===== config.mk =====
export PLATFORM = sky130hd
export DESIGN_NAME = seven_seg_scan_driver
export DESIGN_NICKNAME = d
export VERILOG_FILES = /design/src/rtl/seven_seg_scan_driver.sv
export SDC_FILE = /design/constraint.sdc
export NUM_CORES = 1
export LEC_CHECK = 0
export ABC_AREA = 1
export ABC_CLOCK_PERIOD_IN_PS = 1800
export CAP_MARGIN = 25
export CORE_ASPECT_RATIO = 1.2
export CORE_MARGIN = 5
export CORE_UTILIZATION = 45
export DETAILED_ROUTE_END_ITERATION = 16
export PLACE_DENSITY_LB_ADDON = 0.12
export SLEW_MARGIN = 20
export SYNTH_ARGS = -nofsm -noshare
export SYNTH_HDL_FRONTEND = slang
export SYNTH_SLANG_ARGS = --single-unit

===== constraint.sdc =====
create_clock -name clk -period 1.8 [get_ports clk]
set_input_delay 0.54 -clock clk [delete_from_list [all_inputs] [get_ports clk]]
set_output_delay 0.54 -clock clk [all_outputs]
set_load 0.02 [all_outputs]

===== src/rtl/seven_seg_scan_driver.sv =====
`default_nettype none
// ============================================================================
// Module   : seven_seg_scan_driver
// Brief    : Multiplexed seven-segment scanner with tear-free double-buffered
//            loads, per-digit blinking and optional active-low pin drive.
// Revision : 1.0
// ============================================================================

module seven_seg_scan_driver #(
    parameter int DIGITS       = 4,
    parameter int PRESCALE     = 50000,
    parameter int BLINK_FRAMES = 64,
    parameter int ACTIVE_LOW   = 1
) (
    input  logic                  clk,
    input  logic                  rst_n,
    input  logic                  load_valid,
    output logic                  load_ready,
    input  logic [5*DIGITS-1:0]   data_in,
    input  logic [DIGITS-1:0]     dp_in,
    input  logic [DIGITS-1:0]     blink_in,
    output logic [6:0]            seg,
    output logic                  dp,
    output logic [DIGITS-1:0]     an,
    output logic                  frame_tick
);

    localparam int c_presc_w = $clog2(PRESCALE);
    localparam int c_digit_w = (DIGITS > 1) ? $clog2(DIGITS) : 1;
    localparam int c_frame_w = (BLINK_FRAMES > 1) ? $clog2(BLINK_FRAMES) : 1;

    localparam logic [c_presc_w-1:0] c_presc_last = c_presc_w'(PRESCALE - 1);
    localparam logic [c_digit_w-1:0] c_digit_last = c_digit_w'(DIGITS - 1);
    localparam logic [c_frame_w-1:0] c_frame_last = c_frame_w'(BLINK_FRAMES - 1);
    localparam logic [c_presc_w-1:0] c_presc_one  = c_presc_w'(1);
    localparam logic [c_digit_w-1:0] c_digit_one  = c_digit_w'(1);
    localparam logic [c_frame_w-1:0] c_frame_one  = c_frame_w'(1);

    localparam logic                c_inv        = (ACTIVE_LOW != 0);
    localparam logic [5*DIGITS-1:0] c_blank_data = {DIGITS{5'd31}};

    // Scan timing state
    logic [c_presc_w-1:0] r_presc;
    logic [c_digit_w-1:0] r_digit;
    logic [c_frame_w-1:0] r_frame;
    logic                 r_blink_phase;

    // Double-buffered display contents
    logic                 r_pending;
    logic [5*DIGITS-1:0]  r_shadow_data;
    logic [DIGITS-1:0]    r_shadow_dp;
    logic [DIGITS-1:0]    r_shadow_blink;
    logic [5*DIGITS-1:0]  r_disp_data;
    logic [DIGITS-1:0]    r_disp_dp;
    logic [DIGITS-1:0]    r_disp_blink;

    // Output registers
    logic [6:0]           r_seg;
    logic                 r_dp;
    logic [DIGITS-1:0]    r_an;
    logic                 r_frame_tick;

    logic                 w_slot_end;
    logic                 w_frame_end;
    logic                 w_accept;
    logic [4:0]           w_codes [DIGITS];
    logic [4:0]           w_code;
    logic                 w_blank;
    logic [6:0]           w_seg_raw;
    logic [6:0]           w_seg_log;
    logic                 w_dp_log;
    logic [DIGITS-1:0]    w_an_log;

    assign w_slot_end  = (r_presc == c_presc_last);
    assign w_frame_end = w_slot_end && (r_digit == c_digit_last);
    assign w_accept    = load_valid && !r_pending;
    assign load_ready  = !r_pending;

    always_ff @(posedge clk) begin
        if (!rst_n) begin
            r_presc       <= '0;
            r_digit       <= '0;
            r_frame       <= '0;
            r_blink_phase <= 1'b0;
        end else begin
            if (w_slot_end) begin
                r_presc <= '0;
                r_digit <= (r_digit == c_digit_last) ? '0 : r_digit + c_digit_one;
            end else begin
                r_presc <= r_presc + c_presc_one;
            end
            if (w_frame_end) begin
                if (r_frame == c_frame_last) begin
                    r_frame       <= '0;
                    r_blink_phase <= ~r_blink_phase;
                end else begin
                    r_frame <= r_frame + c_frame_one;
                end
            end
        end
    end

    // Display only changes at a frame boundary, so a frame never mixes old and new digits
    always_ff @(posedge clk) begin
        if (!rst_n) begin
            r_pending      <= 1'b0;
            r_shadow_data  <= c_blank_data;
            r_shadow_dp    <= '0;
            r_shadow_blink <= '0;
            r_disp_data    <= c_blank_data;
            r_disp_dp      <= '0;
            r_disp_blink   <= '0;
        end else begin
            if (w_accept) begin
                r_shadow_data  <= data_in;
                r_shadow_dp    <= dp_in;
                r_shadow_blink <= blink_in;
            end
            if (w_frame_end && r_pending) begin
                r_disp_data  <= r_shadow_data;
                r_disp_dp    <= r_shadow_dp;
                r_disp_blink <= r_shadow_blink;
            end
            if (w_accept) begin
                r_pending <= 1'b1;
            end else if (w_frame_end) begin
                r_pending <= 1'b0;
            end
        end
    end

    generate
        for (genvar i = 0; i < DIGITS; i++) begin : g_unpack
            assign w_codes[i] = r_disp_data[5*i +: 5];
        end
    endgenerate

    assign w_code  = w_codes[r_digit];
    assign w_blank = r_blink_phase && r_disp_blink[r_digit];

    always_comb begin
        w_seg_raw = 7'h00;
        case (w_code)
            5'd0:    w_seg_raw = 7'h7E;
            5'd1:    w_seg_raw = 7'h30;
            5'd2:    w_seg_raw = 7'h6D;
            5'd3:    w_seg_raw = 7'h79;
            5'd4:    w_seg_raw = 7'h33;
            5'd5:    w_seg_raw = 7'h5B;
            5'd6:    w_seg_raw = 7'h5F;
            5'd7:    w_seg_raw = 7'h70;
            5'd8:    w_seg_raw = 7'h7F;
            5'd9:    w_seg_raw = 7'h7B;
            5'd10:   w_seg_raw = 7'h77;
            5'd11:   w_seg_raw = 7'h1F;
            5'd12:   w_seg_raw = 7'h4E;
            5'd13:   w_seg_raw = 7'h3D;
            5'd14:   w_seg_raw = 7'h4F;
            5'd15:   w_seg_raw = 7'h47;
            5'd16:   w_seg_raw = 7'h01;
            default: w_seg_raw = 7'h00;
        endcase
    end

    always_comb begin
        w_seg_log         = w_blank ? 7'h00 : w_seg_raw;
        w_dp_log          = !w_blank && r_disp_dp[r_digit];
        w_an_log          = '0;
        w_an_log[r_digit] = 1'b1;
    end

    // Pin polarity is applied only here; all upstream logic is active-high
    always_ff @(posedge clk) begin
        if (!rst_n) begin
            r_seg        <= {7{c_inv}};
            r_dp         <= c_inv;
            r_an         <= {DIGITS{c_inv}};
            r_frame_tick <= 1'b0;
        end else begin
            r_seg        <= w_seg_log ^ {7{c_inv}};
            r_dp         <= w_dp_log ^ c_inv;
            r_an         <= w_an_log ^ {DIGITS{c_inv}};
            r_frame_tick <= w_frame_end;
        end
    end

    assign seg        = r_seg;
    assign dp         = r_dp;
    assign an         = r_an;
    assign frame_tick = r_frame_tick;

endmodule

`default_nettype wire


==> run summary <==
Share of the synthesized area in the top cell type: 44.9%. The total number of nets in the final design was 661. Cell with the biggest individual delay on the critical path: sky130_fd_sc_hd__dfxtp_1. By area the synthesized netlist is led by sky130_fd_sc_hd__dfxtp_1 45%, sky130_fd_sc_hd__nand2_1 14%, sky130_fd_sc_hd__nand3_1 11%.

The number of buffers added on ports was 44; the area of the mapped netlist was 4240 µm². For this block, the routed nets add up to 9.21 mm of wire. Clock tree synthesis selected as its root buffer the cell sky130_fd_sc_hd__clkbuf_8. Combinational family with the most area after synthesis: simple AND/OR/NAND/NOR gates. Number of diodes: 0. For the total routing usage reported by global routing, the log shows 16.6%.

The tools report the number of instances in the placed design as 725. The number of different library cells used by synthesis comes to 32. The count of synthesis-stage warnings from yosys came out at 0. The worst hold path cell count is 1. The tools report the worst setup path endpoint as seg[3].

In this run the worst hold path is classified as reg -> reg. For the via count of the routed design, the log shows 3684. In this run the critical register-to-register path is launched from r_digit[0]. For this run, the slowest stage of the critical path takes 0.36 ns. The number of violations of the max-capacitance limit is 0. Data on the critical path arrives at its endpoint at 1.96 ns.

The run gives 3430 as the number of global-route vias before repair. The average cell area after synthesis is 7.50 µm². Dominant cell type by count on the critical path: sky130_fd_sc_hd__nand2_1.

Count of endpoints failing hold in the final timing report: 0. Of all nets on the critical path, the largest fanout is 16. Summed over all nets, the half-perimeter wirelength after detailed placement is 6.56 mm. At the pin with the least slew margin, the transition time is 0.341 ns.

The first routing iteration left 155 violations. The overall overflow remaining after global route was 0; the I/O pin count was 45. Once the floorplan was initialized, standard cells occupied 46.4% of the core. The run gives 0 as the total count of max-transition violations in the final report. The first TritonRoute pass finished after 4 iterations.

In the post-synthesis netlist, the cell with the most instances is sky130_fd_sc_hd__nand2_1. The clock-pin slew on the worst setup and hold paths was 0.09 ns. The final period demand of the worst path works out to 1.65 ns. Counting the buffers created by CTS gives 9. The area of the die came out at 11500 µm².

In this run, synthesis inferred 0 flip-flops with an integrated enable. In this run the core area contains 38 standard-cell rows. Counting along the longest clock path gives a buffer depth of 2. The logs give 0 ns for the final setup TNS and 9130 µm² for the area of the core. The synthesized design spends more area on one cell type than any other, namely sky130_fd_sc_hd__dfxtp_1. In this run the critical register-to-register path is captured at seg[3]. The number of nets with antenna violations after routing is 0, and the routed length per instance is 12.4 µm. Across all register-to-register paths, the minimum setup slack is 0.15 ns. The run gives 361 µV as the worst supply voltage drop on vdd. Of the cells placed in the final design, the portion with a size suffix greater than 1 is 10.3%. The startpoint type of the worst setup path is a register. The final-report setup violation count is 0. The horizontal extent of the die was 98.6 µm.

Tracing the worst setup path back leads to its startpoint at r_digit[0]. For the number of remaining DRC errors, the log shows 0. The filler-free cell count of the finished design was 742; the synthesis-to-layout area growth was 19.6%. The vertical die dimension is 116 µm, and the fraction of the mapped netlist area in compound gates is 6.35%. The post-cts hold buffer count was 0. The flop and latch count out of synthesis is 95, and the power per standard cell area is 762 nW/µm². The number of nets in the synthesized netlist is 608. At the worst endpoint, the required time is 2.11 ns. The tools report the critical path endpoint category as a register. For the worst flop-to-flop path, the logic depth is 9. For this run, asynchronously set or reset flops after synthesis account for 0%. Multiplexer cells account for 0% of the synthesized area. The pin count of the biggest net entering global routing is 44, and the adder-cell area share of the yosys netlist is 3.54%. Clock skew on the completed layout was measured at 0.00885 ns. For this design, the sink count on the clock tree is 95.

At the end of routability-driven placement, the weighted congestion stood at 0.855. For the worst slew slack as a fraction of its limit, the log shows 77.2%. The critical path contains buffers and inverters numbering 2 combined. Counting instances in the post-synthesis netlist gives the leading cell types as 158 x sky130_fd_sc_hd__nand2_1, 95 x sky130_fd_sc_hd__dfxtp_1, 91 x sky130_fd_sc_hd__nand3_1, 44 x sky130_fd_sc_hd__nor2_1, 34 x sky130_fd_sc_hd__inv_1. The first global-routing pass estimated 15.7 mm of wire. Ratio of routed vias to standard cells: 4.96. The critical path goes through buf_4 > nand2_1 > nand3_1 > nand2_1 > buf_4 > ha_1 > o21ai_0 > nand2_1 > nand3_1. At the later pin of the worst-skew pair, clock insertion delay measures 0.36 ns.

In the synthesized netlist the dominant register cell turns out to be sky130_fd_sc_hd__dfxtp_1. TritonCTS built the clock tree. The run finished with clean final reports. The share of the cycle needed by the critical path after routing came out at 91.8%. After Yosys synthesis, XOR and XNOR cells account for 1.86% of the synthesized area. The synthesized netlist devotes 35.7% of its cell area to simple gates. The tightest hold path in the finished design has a slack of 0.446 ns. Of the synthesized area, sequential elements account for 44.9%. Synthesis handed over a netlist of 565 instances. Setup repair after global routing left no endpoint under its margin. Derived from the worst setup path, the maximum achievable clock frequency is 605 MHz.

The H-tree depth was 3; the initial antenna violation count was 0. In this run the static leakage power is 2.22 nW. The critical path crosses 9 cells after its start point. The critical path is of the reg -> reg type.

In this design, the largest share of critical-path delay is due to buffers and inverters.
==> cells by family after synthesis <==
logic type,Yosys count
AND/OR/NAND/NOR,330
flip-flops,95
buffers and inverters,69
AO/OA/AOI/OAI,50
adder cells (fa/ha/maj),12
XOR/XNOR,9
==> cell usage in the layout (no fill, tap or decap), drive strengths merged, types with 4 or more instances in the layout <==
cell and instances:
nand2 165, dfxtp 95, nand3 94, nor2 51
inv 42, clkdlybuf4s50 29, a21oi 26, buf 25
o21ai 16, dlygate4sd2 14, nand4 13, ha 12
clkbuf 10, xor2 8, o211ai 6, nor3 4
clkinv 4
==> how the worst min path moves through the flow <==
stage                      start            to  slack, ns
detailed placement    r_presc[0]    r_presc[0]       0.44
floorplan             r_presc[0]    r_presc[0]       0.42
global route        r_disp_dp[1]  r_disp_dp[1]       0.48
global placement      r_presc[0]    r_presc[0]       0.43
finish                r_presc[0]    r_presc[0]       0.45
CTS                   r_presc[0]    r_presc[0]       0.45
==> sequential cells by signal, indices dropped and copies added (netlist names) <==
| register | count |
|---|---|
| r_digit | 2 |
| r_pending | 1 |
| r_blink_phase | 1 |
| seg | 7 |
| r_shadow_blink | 4 |
| r_presc | 16 |
| r_shadow_data | 20 |
| r_disp_data | 20 |
| r_disp_blink | 4 |
| an | 4 |
| frame_tick | 1 |
| r_shadow_dp | 4 |
| r_disp_dp | 4 |
| r_frame | 6 |
| dp | 1 |
==> layer usage <==
| layer | GRT usage (%) | vias to the layer above | part of all wire (%) |
|---|---|---|---|
| met5 | 0 | - | 0 |
| met2 | 28.0 | 48 | 50 |
| met3 | 3.17 | 15 | 3.3 |
| met4 | 8.38 | 0 | 2.4 |
| met1 | 20.4 | 1679 | 44 |
| li1 | - | 1942 | - |
==> per-stage QoR <==
| stage | worst slack, ns | cell area [µm²] | total power, mW | util, % |
|---|---|---|---|---|
| after floorplan | 0.133 | 4240 | 2.38 | - |
| after global routing | 0.00831 | 5070 | 4.04 | 55.5 |
| after global placement | 0.177 | 4850 | 2.50 | 53.2 |
| after detailed placement | 0.139 | 4850 | 2.51 | 53.2 |
| after CTS | 0.0781 | 5030 | 3.91 | 55.1 |
| final | 0.148 | 5070 | 3.86 | 55.5 |
==> cell type report <==
cell class,instances,area (µm²)
Multi-Input combinational cell,402,2030
Clock buffer,10,138
Inverter,42,158
Tap cell,120,150
Sequential cell,95,1900
Clock inverter,5,57.6
Fill cell,903,4060
Timing Repair Buffer,68,636
==> worst reg2reg max path: stages (launching register included) <==
cell and delay [ns]:
sky130_fd_sc_hd__dfxtp_1 0.36, sky130_fd_sc_hd__buf_4 0.22, sky130_fd_sc_hd__nand2_1 0.07, sky130_fd_sc_hd__nand3_1 0.07
sky130_fd_sc_hd__nand2_1 0.09, sky130_fd_sc_hd__buf_4 0.17, sky130_fd_sc_hd__ha_1 0.31, sky130_fd_sc_hd__o21ai_0 0.18
sky130_fd_sc_hd__nand2_1 0.07, sky130_fd_sc_hd__nand3_1 0.07
==> power by group <==
part | switching [mW] | internal [mW]
Sequential | 0.0361 | 2.16
Clock | 0.734 | 0.675
Combinational | 0.135 | 0.120
==> what timing repair did <==
action                                  in CTS  in global routing
gates cloned                                 0                  1
endpoints found under the setup margin      14                 22
pin swaps                                    0                  1
buffers inserted                             0                  1
resized for setup                           14                  1
Note: power is estimated with default switching activity, not from simulation.
